File: src/rtl/sram_b_reader.sv
// ---------------------------------------------------------------------------
// sram_b_reader
// Read sequencer between the sram_B weight buffer (1-cycle registered read)
// and the systolic-array B-operand input. On start it walks a rows x cols
// tile from base_addr with a programmable row stride and issues at most one
// SRAM read per cycle. A small 4-entry FIFO absorbs the SRAM read latency.
// Elements leave as a valid/ready byte stream tagged with line-end and
// tile-end markers.
//
// Build option:
//   SRAM_B_RD_COL_MAJOR_EN  defined   -> column-outer traversal (the inner
//                                        loop steps rows by row_stride)
//                           undefined -> row-outer traversal (default)
//
// Ports:
//   clk, rst          clock, synchronous active-high reset
//   start             one-cycle request, sampled only in IDLE
//   base_addr         address of element (0,0)
//   row_stride        address distance between consecutive rows
//   rows, cols        tile dimensions (0 gives an empty tile)
//   busy, done        busy from accepted start through done; done is a pulse
//   sram_ce/we/addr   SRAM read port (we tied low)
//   sram_dout         SRAM read data, valid the cycle after ce
//   b_data/b_valid/b_ready              output stream handshake
//   b_last_row_elem   head element closes its outer-loop line
//   b_last            head element is the final element of the tile
// ---------------------------------------------------------------------------
module sram_b_reader #(
    parameter int ADDR_W = 10,
    parameter int DATA_W = 8,
    parameter int DIM_W  = 6
) (
    input  logic              clk,
    input  logic              rst,
    input  logic              start,
    input  logic [ADDR_W-1:0] base_addr,
    input  logic [ADDR_W-1:0] row_stride,
    input  logic [DIM_W-1:0]  rows,
    input  logic [DIM_W-1:0]  cols,
    output logic              busy,
    output logic              done,
    output logic              sram_ce,
    output logic              sram_we,
    output logic [ADDR_W-1:0] sram_addr,
    input  logic [DATA_W-1:0] sram_dout,
    output logic [DATA_W-1:0] b_data,
    output logic              b_valid,
    input  logic              b_ready,
    output logic              b_last_row_elem,
    output logic              b_last
);

    localparam logic [DIM_W-1:0]  DIM_ONE  = DIM_W'(1);
    localparam logic [DIM_W-1:0]  DIM_ZERO = DIM_W'(0);
    localparam logic [ADDR_W-1:0] ADDR_ONE = ADDR_W'(1);
    localparam int                ENTRY_W  = DATA_W + 2;

    typedef enum logic [1:0] {
        ST_IDLE  = 2'd0,
        ST_RUN   = 2'd1,
        ST_DRAIN = 2'd2,
        ST_DONE  = 2'd3
    } state_t;

    state_t                  state_q, state_d;
    logic [ADDR_W-1:0]       inner_step_q, inner_step_d;
    logic [ADDR_W-1:0]       outer_step_q, outer_step_d;
    logic [DIM_W-1:0]        inner_max_q, inner_max_d;
    logic [DIM_W-1:0]        outer_max_q, outer_max_d;
    logic [DIM_W-1:0]        c_q, c_d;
    logic [DIM_W-1:0]        r_q, r_d;
    logic [ADDR_W-1:0]       next_addr_q, next_addr_d;
    logic [ADDR_W-1:0]       line_base_q, line_base_d;
    // Issue stage: ce_q is the read presented to the SRAM this cycle.
    logic                    ce_q, ce_d;
    logic [ADDR_W-1:0]       addr_q, addr_d;
    logic                    iss_row_q, iss_row_d;
    logic                    iss_last_q, iss_last_d;
    // Capture stage: sram_dout holds the data of this read.
    logic                    cap_q, cap_d;
    logic                    cap_row_q, cap_row_d;
    logic                    cap_last_q, cap_last_d;
    // Output FIFO, entry = {last, last_row_elem, data}.
    logic [3:0][ENTRY_W-1:0] fifo_q, fifo_d;
    logic [1:0]              wr_ptr_q, wr_ptr_d;
    logic [1:0]              rd_ptr_q, rd_ptr_d;
    logic [2:0]              count_q, count_d;
    logic                    busy_q, busy_d;
    logic                    done_q, done_d;

    // Combinational helpers.
    logic                    pop_s, push_s;
    logic [2:0]              count_next_s;
    logic [ADDR_W-1:0]       in_inner_step_s, in_outer_step_s;
    logic [DIM_W-1:0]        in_inner_max_s, in_outer_max_s;
    logic [ADDR_W-1:0]       src_addr_s, src_base_s, src_inner_step_s, src_outer_step_s;
    logic [DIM_W-1:0]        src_c_s, src_r_s, src_inner_max_s, src_outer_max_s;
    logic                    src_last_line_s, src_last_tile_s;
    logic                    want_issue_s, room_s, issue_s, empty_tile_s;
    logic [ENTRY_W-1:0]      head_s;

`ifdef SRAM_B_RD_COL_MAJOR_EN
    assign in_inner_step_s = row_stride;
    assign in_outer_step_s = ADDR_ONE;
    assign in_inner_max_s  = rows - DIM_ONE;
    assign in_outer_max_s  = cols - DIM_ONE;
`else
    assign in_inner_step_s = ADDR_ONE;
    assign in_outer_step_s = row_stride;
    assign in_inner_max_s  = cols - DIM_ONE;
    assign in_outer_max_s  = rows - DIM_ONE;
`endif

    // Next-state, address walk, issue throttling and FIFO bookkeeping.
    always_comb begin
        state_d      = state_q;
        inner_step_d = inner_step_q;
        outer_step_d = outer_step_q;
        inner_max_d  = inner_max_q;
        outer_max_d  = outer_max_q;
        c_d          = c_q;
        r_d          = r_q;
        next_addr_d  = next_addr_q;
        line_base_d  = line_base_q;
        ce_d         = 1'b0;
        addr_d       = addr_q;
        iss_row_d    = 1'b0;
        iss_last_d   = 1'b0;
        fifo_d       = fifo_q;

        empty_tile_s = (rows == DIM_ZERO) || (cols == DIM_ZERO);
        pop_s        = (count_q != 3'd0) && b_ready;
        push_s       = cap_q;
        count_next_s = count_q + {2'b00, push_s} - {2'b00, pop_s};

        // In IDLE the first read is issued straight from the ports so that
        // sram_ce rises in the cycle right after start is sampled.
        if (state_q == ST_IDLE) begin
            src_addr_s       = base_addr;
            src_base_s       = base_addr;
            src_c_s          = DIM_ZERO;
            src_r_s          = DIM_ZERO;
            src_inner_step_s = in_inner_step_s;
            src_outer_step_s = in_outer_step_s;
            src_inner_max_s  = in_inner_max_s;
            src_outer_max_s  = in_outer_max_s;
        end else begin
            src_addr_s       = next_addr_q;
            src_base_s       = line_base_q;
            src_c_s          = c_q;
            src_r_s          = r_q;
            src_inner_step_s = inner_step_q;
            src_outer_step_s = outer_step_q;
            src_inner_max_s  = inner_max_q;
            src_outer_max_s  = outer_max_q;
        end
        src_last_line_s = (src_c_s == src_inner_max_s);
        src_last_tile_s = src_last_line_s && (src_r_s == src_outer_max_s);

        case (state_q)
            ST_IDLE: want_issue_s = start && !empty_tile_s;
            ST_RUN:  want_issue_s = 1'b1;
            default: want_issue_s = 1'b0;
        endcase
        // The read decided now is presented next cycle; by then the reads in
        // flight are that read plus the one currently on the SRAM port, so
        // FIFO + in-flight never exceeds 4.
        room_s  = (count_next_s + {2'b00, ce_q}) < 3'd4;
        issue_s = want_issue_s && room_s;

        if (issue_s) begin
            ce_d       = 1'b1;
            addr_d     = src_addr_s;
            iss_row_d  = src_last_line_s;
            iss_last_d = src_last_tile_s;
            if (src_last_line_s) begin
                line_base_d = src_base_s + src_outer_step_s;
                next_addr_d = src_base_s + src_outer_step_s;
                c_d         = DIM_ZERO;
                r_d         = src_r_s + DIM_ONE;
            end else begin
                line_base_d = src_base_s;
                next_addr_d = src_addr_s + src_inner_step_s;
                c_d         = src_c_s + DIM_ONE;
                r_d         = src_r_s;
            end
        end else begin
            ce_d = 1'b0;
        end

        cap_d      = ce_q;
        cap_row_d  = iss_row_q;
        cap_last_d = iss_last_q;

        if (push_s) begin
            fifo_d[wr_ptr_q] = {cap_last_q, cap_row_q, sram_dout};
        end else begin
            fifo_d = fifo_q;
        end
        wr_ptr_d = wr_ptr_q + {1'b0, push_s};
        rd_ptr_d = rd_ptr_q + {1'b0, pop_s};
        count_d  = count_next_s;

        case (state_q)
            ST_IDLE: begin
                if (start) begin
                    inner_step_d = in_inner_step_s;
                    outer_step_d = in_outer_step_s;
                    inner_max_d  = in_inner_max_s;
                    outer_max_d  = in_outer_max_s;
                    if (empty_tile_s) begin
                        state_d = ST_DONE;
                    end else if (issue_s && src_last_tile_s) begin
                        state_d = ST_DRAIN;
                    end else begin
                        state_d = ST_RUN;
                    end
                end else begin
                    state_d = ST_IDLE;
                end
            end
            ST_RUN: begin
                if (issue_s && src_last_tile_s) begin
                    state_d = ST_DRAIN;
                end else begin
                    state_d = ST_RUN;
                end
            end
            ST_DRAIN: begin
                // Leave on the edge of the final handshake so done follows it
                // immediately.
                if ((count_next_s == 3'd0) && !ce_q && !cap_q) begin
                    state_d = ST_DONE;
                end else begin
                    state_d = ST_DRAIN;
                end
            end
            ST_DONE: state_d = ST_IDLE;
            default: state_d = ST_IDLE;
        endcase

        busy_d = (state_d != ST_IDLE);
        done_d = (state_d == ST_DONE);
    end

    // State and datapath registers with synchronous reset.
    always_ff @(posedge clk) begin
        if (rst) begin
            state_q      <= ST_IDLE;
            inner_step_q <= {ADDR_W{1'b0}};
            outer_step_q <= {ADDR_W{1'b0}};
            inner_max_q  <= DIM_ZERO;
            outer_max_q  <= DIM_ZERO;
            c_q          <= DIM_ZERO;
            r_q          <= DIM_ZERO;
            next_addr_q  <= {ADDR_W{1'b0}};
            line_base_q  <= {ADDR_W{1'b0}};
            ce_q         <= 1'b0;
            addr_q       <= {ADDR_W{1'b0}};
            iss_row_q    <= 1'b0;
            iss_last_q   <= 1'b0;
            cap_q        <= 1'b0;
            cap_row_q    <= 1'b0;
            cap_last_q   <= 1'b0;
            fifo_q       <= {(4*ENTRY_W){1'b0}};
            wr_ptr_q     <= 2'd0;
            rd_ptr_q     <= 2'd0;
            count_q      <= 3'd0;
            busy_q       <= 1'b0;
            done_q       <= 1'b0;
        end else begin
            state_q      <= state_d;
            inner_step_q <= inner_step_d;
            outer_step_q <= outer_step_d;
            inner_max_q  <= inner_max_d;
            outer_max_q  <= outer_max_d;
            c_q          <= c_d;
            r_q          <= r_d;
            next_addr_q  <= next_addr_d;
            line_base_q  <= line_base_d;
            ce_q         <= ce_d;
            addr_q       <= addr_d;
            iss_row_q    <= iss_row_d;
            iss_last_q   <= iss_last_d;
            cap_q        <= cap_d;
            cap_row_q    <= cap_row_d;
            cap_last_q   <= cap_last_d;
            fifo_q       <= fifo_d;
            wr_ptr_q     <= wr_ptr_d;
            rd_ptr_q     <= rd_ptr_d;
            count_q      <= count_d;
            busy_q       <= busy_d;
            done_q       <= done_d;
        end
    end

    // Stream outputs come from the FIFO head; zero when the FIFO is empty.
    always_comb begin
        head_s  = fifo_q[rd_ptr_q];
        b_valid = (count_q != 3'd0);
        if (b_valid) begin
            b_data          = head_s[DATA_W-1:0];
            b_last_row_elem = head_s[DATA_W];
            b_last          = head_s[DATA_W+1];
        end else begin
            b_data          = {DATA_W{1'b0}};
            b_last_row_elem = 1'b0;
            b_last          = 1'b0;
        end
    end

    assign busy      = busy_q;
    assign done      = done_q;
    assign sram_ce   = ce_q;
    assign sram_we   = 1'b0;
    assign sram_addr = addr_q;

endmodule

File: config.mk
export PLATFORM = sky130hd
export DESIGN_NAME = sram_b_reader
export DESIGN_NICKNAME = d
export VERILOG_FILES = /design/src/rtl/sram_b_reader.sv
export SDC_FILE = /design/constraint.sdc
export NUM_CORES = 1
export LEC_CHECK = 0
export BUFFER_PORTS_ARGS = -buffer_cell sky130_fd_sc_hd__buf_4
export CAP_MARGIN = 20
export CORE_MARGIN = 2
export CORE_UTILIZATION = 35
export CTS_CLUSTER_SIZE = 30
export DETAILED_ROUTE_END_ITERATION = 8
export GPL_TIMING_DRIVEN = 1
export PLACE_DENSITY = 0.52
export SLEW_MARGIN = 20
export SYNTH_ARGS = -nofsm -noshare
export SYNTH_HDL_FRONTEND = slang
export SYNTH_SLANG_ARGS = --single-unit
File: constraint.sdc
create_clock -name clk -period 3.7 [get_ports clk]
set_input_delay 0.37 -clock clk [delete_from_list [all_inputs] [get_ports clk]]
set_output_delay 0.37 -clock clk [all_outputs]
set_load 0.02 [all_outputs]
# ---- Word level (Yosys, flattened, before mapping)
# Cells that the tools add are included.
dict set report word_totals {
  ff_bits 122
  inputBits 44
  out_inout_bits 25
  word_cells 94
}
dict set report classes {
  n_addsub 11
  magnitude_cmp 4
  eq_ne 6
  mux 27
  n_bitwise 1
  n_reduce_logical 20
}
# op n
set op_table {}
lappend op_table {{$mux 10} 7}
lappend op_table {{$bwmux 40} 1}
lappend op_table {{$mux 6} 6}
lappend op_table {{$add 10x10->10} 2}
lappend op_table {{$bmux 10 s2} 1}
lappend op_table {{$demux 10 s2} 1}
lappend op_table {{$add 6x1->6 const B} 2}
lappend op_table {{$eq 6x6->1} 2}
lappend op_table {{$logic_not 6->1} 2}
lappend op_table {{$sub 6x1->6 const B} 2}
lappend op_table {{$logic_and 1x1->1} 8}
lappend op_table {{$mux 8} 1}
lappend op_table {{$pmux 2 s4} 1}
lappend op_table {{$add 3x1->3} 2}
lappend op_table {{$eq 2x2->1 const B} 3}
lappend op_table {{$lt 2x3->1 const B} 2}
lappend op_table {{$mux 2} 3}
lappend op_table {{$mux 1} 5}
lappend op_table {{$add 2x1->2} 2}
lappend op_table {{$logic_not 1->1} 3}
lappend op_table {{$logic_not 3->1} 1}
lappend op_table {{$lt 3x3->1 const B} 1}
lappend op_table {{$reduce_bool 3->1} 1}
lappend op_table {{$sub 3x1->3} 1}
lappend op_table {{other kinds (9)} 9}

# ---- Longest topological paths before layout
dict set report depth {
  ltp_word 12
  ltp_mapped 17
  ltp_nobuf 13
}

# ---- Worst setup path before layout
# OpenSTA, ideal clock, no wires.
dict set report synth_path {
  path_type {reg2reg}
  from {register state_q[1]}
  to {register line_base_q[6]}
  setup_ps 86
  arrival_ps 3301
  setup_slack_ps 313
  path_stages_with_launch 18
  n_path_buf 4
  synth_period_minus_slack_ps 3387
  cell_sequence {dfxtp_1 -> or2_1 -> buf_4 -> clkbuf_1 -> buf_1 -> clkbuf_1 -> nand2_1 -> nand2_1 -> ha_1 -> inv_1 -> fa_1 -> nor2b_1 -> o21a_1 -> o21ai_0 -> a21boi_0 -> nor3_1 -> or3b_1 -> a211oi_1}
}
dict set report synth_via {
  elab_chain_cells 4
  word_cells_on_any_way 11
  cone_classes {add/sub (1); eq/ne (2); mux (6); reduce/logical (2)}
}
# item line_no
set synth_rtl {}
lappend synth_rtl {{start, declared} 65} ;# state_t state_q, state_d;
lappend synth_rtl {{start signal, assigned} 272} ;# state_q <= state_d;
lappend synth_rtl {{$logic_not 2->1} {138, 160}}
lappend synth_rtl {{$mux 10 or $mux 6 (tied branches)} 138} ;# if (state_q == ST_IDLE) begin
lappend synth_rtl {{$add 10x10->10 or $eq 6x6->1 (tied branches)} {177, 157}}
lappend synth_rtl {{$mux 10} 176} ;# if (src_last_line_s) begin
lappend synth_rtl {{end signal, assigned} 257} ;# line_base_q <= {ADDR_W{1'b0}};
lappend synth_rtl {{end signal, assigned} 280} ;# line_base_q <= line_base_d;
lappend synth_rtl {{end, declared} 73} ;# logic [ADDR_W-1:0] line_base_q, line_base_d;
# Several ways; a longest one is shown, not always the timed one.
# A chain may end at the register's enable or synchronous reset.

# ---- Worst setup path in the final report
dict set report layout_path {
  from {register count_q[0]}
  to {register r_q[0]}
}
dict set report layout_via {
  elab_chain_cells 6
  word_cells_on_any_way 7
  cone_classes {add/sub (3); order compare (1); reduce/logical (3)}
}
# item line_no
set layout_rtl {}
lappend layout_rtl {{start, declared} 87} ;# logic [2:0] count_q, count_d;
lappend layout_rtl {{start signal, assigned} 291} ;# count_q <= count_d;
lappend layout_rtl {{branches (longest 2 deep; another with $add 3x1->3)} n/a}
lappend layout_rtl {{$sub 3x1->3 (*)} 134} ;# count_next_s = count_q + {2'b00, push_s} - {2'b00, pop_s};
lappend layout_rtl {{$add 3x1->3 (*)} 168} ;# room_s = (count_next_s + {2'b00, ce_q}) < 3'd4;
lappend layout_rtl {{$lt 3x3->1 (*)} 168}
lappend layout_rtl {{$logic_and 1x1->1 (*)} 169} ;# issue_s = want_issue_s && room_s;
lappend layout_rtl {{end signal, assigned} 278} ;# r_q <= r_d;
lappend layout_rtl {{end, declared} 71} ;# logic [DIM_W-1:0] r_q, r_d;
# Mark *: on every way between the ends.

==> summary.md <==
| Metric | Value |
|---|---|
| Die Y | `138.1 um` |
| Core Box Area | `0.01778 mm^2` |
| Final hold viol count | `0` |
| Critical Path Sink Type | `flop` |
| Via Count | `5502` |
| Power per Cell Area | `682.8 mW/mm^2` |
| Final setup vio count | `0` |
| Rows | `49` |
| Layout Skew | `0.01095 ns` |
| Total GRT Usage | `17.90%` |
| Max VDD drop | `0.0003595 V` |
| Inserted Clock Buffers | `17` |
| Mean Syn Cell Area | `8.241 um^2` |
| Commonest non-fill, non-tap cell in the layout | `nand2_1` |
| Hold wc startpoint | `rows[0]` |
| DR DRC count | `0` |
| Num ports | `69` |
| Post-synthesis net count | `829` |
| Sink Count | `122` |
| Distinct cell type count after synthesis | `58` |
| Cells after synthesis | `764` |
| Postcts setup bufs | `0` |
| Status | `complete, no violations` |
| Post-synth EDFFs | `0` |
| First-pass GRT wire length | `27770 um` |
| Drt total wl | `16510 um` |
| Unrepaired setup endpoints after global routing | `no` |
| CP arrival | `3.60 ns` |
| Starting Density | `35.41%` |
| Startpoint types | `flop` |
| Crit. Startpoint | `count_q[0]` |
| H-Tree Depth | `4` |
| Starting DRC count in detailed routing | `279` |
| PortBufs | `67` |
| Die Area | `0.01908 mm^2` |
| Worst Hold Margin | `0.1580 ns` |
| Final Cycle Share | `89.64%` |
| Max-cap check violation count | `0` |
| Root buf cell | `clkbuf_16` |
| Synth Warn # | `0` |
| Synth Flop Type | `dfxtp_1` |
| # diodes | `0` |
| Fmax | `301.5 MHz` |
| Worst-skew pair later-pin latency | `0.42 ns` |
| Post-cts resize count | `0` |
| Clk buf depth | `2` |
| WS Path Type | `flop to flop` |
| R2R Path Start | `count_q[0]` |
| Largest area contributor in the synthesized netlist | `dfxtp_1` |
| Largest net degree at the start of global routing | `53` |
| P&R area growth vs syn | `21.82%` |
| Horiz. Die Dim | `138.1 um` |
| CP Data Required Time | `3.98 ns` |
| Hold_buf cts | `0` |
| Leakage power | `3.089 nW` |
| Worst-margin pin slew | `0.8701 ns` |
| Commonest cells after routing, fill and taps aside | `nand2_1 (135), dfxtp_1 (122), nor2_1 (88)` |
| Tmin final | `3.317 ns` |
| Synth Cell Area | `0.006296 mm^2` |
| Register bit count reported by yosys | `122` |
| Remaining Overflow, GRT | `0` |
| Share of cells above drive strength 1 | `16.29%` |
| TritonCTS clock tree | `yes` |
| Sequential element share of the synthesized area | `38.79%` |
| Slew Limit Headroom | `41.78%` |
| CP max FO | `20` |
| Fin. max-slew vios | `0` |
| Clk slew on worst S/H paths | `0.06 ns` |
| Antenna violations before repair | `0` |
| Synth area leaders | `dfxtp_1 (39%), nand2_1 (8.0%), nor2_1 (5.3%)` |
| WL/cell | `15.51 um` |
| Vias/cell | `5.171` |
| RePlAce Congestion | `0.8405` |
| Final nets | `887` |
| Vias in the first global route | `5541` |
| Drt pass-1 iters | `5` |
| Setup tns final | `0 ns` |
| DP HPWL | `11820 um` |
| Top-area cell type share of the netlist area | `38.79%` |
| HP Class | `input pin to flop` |
| Async set-reset flop share out of synthesis | `0%` |
| Post-route antenna net violation count | `0` |
| Util after Layout | `43.14%` |
## where the power goes
part           total (mW)  internal, mW  leakage [nW]  switching (mW)
Combinational        1.83         0.763          1.81            1.07
Sequential           1.71          1.53         0.996           0.183
Clock                1.69          1.06         0.280           0.630
## metal layers
layer	GRT usage [%]	up-vias	wire length (um)
met4	7.411	0	365
met1	21.93	2621	7581
met2	30.72	95	8047
met3	3.672	25	512
li1	-	2761	-
met5	0	-	0
## stage by stage
step           power, mW  instances  area [um^2]  worst slack [ns]
2_1_floorplan      2.970        764         6296            0.3133
3_3_place_gp       3.543       1032         7068            0.4839
3_5_place_dp       3.578       1032         7068            0.3621
4_1_cts            5.293       1064         7670            0.3623
5_1_grt            5.596       1064         7670           0.09133
6_report           5.237       1064         7670            0.3833
## critical path: stages (launching register included)
cell	delay [ns]
dfxtp_1	0.31
or3_1	0.38
nand3_1	0.13
o21ai_0	0.10
ha_1	0.20
fa_1	0.35
xnor3_1	0.41
xnor2_1	0.20
a211oi_4	0.34
buf_4	0.31
o21ai_0	0.16
a22oi_1	0.21
nor2_1	0.06
## cells in the mapped netlist (18+ instances only)
cell and number:
nand2_1 135, dfxtp_1 122, nor2_1 89, a21oi_1 58, clkbuf_1 34, a211oi_1 28, xnor2_1 24, and2_1 22
o21ai_0 22, mux2i_1 21, ha_1 19, nor3_1 18
## kinds of logic after synthesis
family          Yosys count  share of synthesized area, %
simple gates            332                         24.30
mux                      31                         6.916
buf+inv                  62                         3.994
fa+ha+maj                21                         4.412
xor+xnor                 42                         6.061
compound gates          153                         15.46
other cells               1                       0.05956
flops                   122                         38.79
## worst paths after layout
check	end	slack, ns	cells after the start
worst max register to register	r_q[0]	0.38	12
worst min-delay path	outer_max_q[0]	0.16	2
worst max-delay path	r_q[0]	0.38	12
worst min register to register	line_base_q[0]	0.45	2
## area by class of cell
cell class	count	area [um^2]
fillers	1769	10110
multi-input cells	580	3617
flip-flops and latches	122	2442
repair buffers	88	673.1
clock buffers	19	432.9
well taps	229	286.5
clock inverters	13	168.9
inverters	13	48.80
## flip-flops by register name, summed over array words and instances (netlist names), 2 cells and up
register,count
rd_ptr_q,2
c_q,6
line_base_q,10
inner_max_q,6
outer_max_q,6
count_q,3
r_q,6
outer_step_q,10
sram_addr,10
state_q,2
fifo_q,40
next_addr_q,10
wr_ptr_q,2
Power figures use the tool's default switching activity.
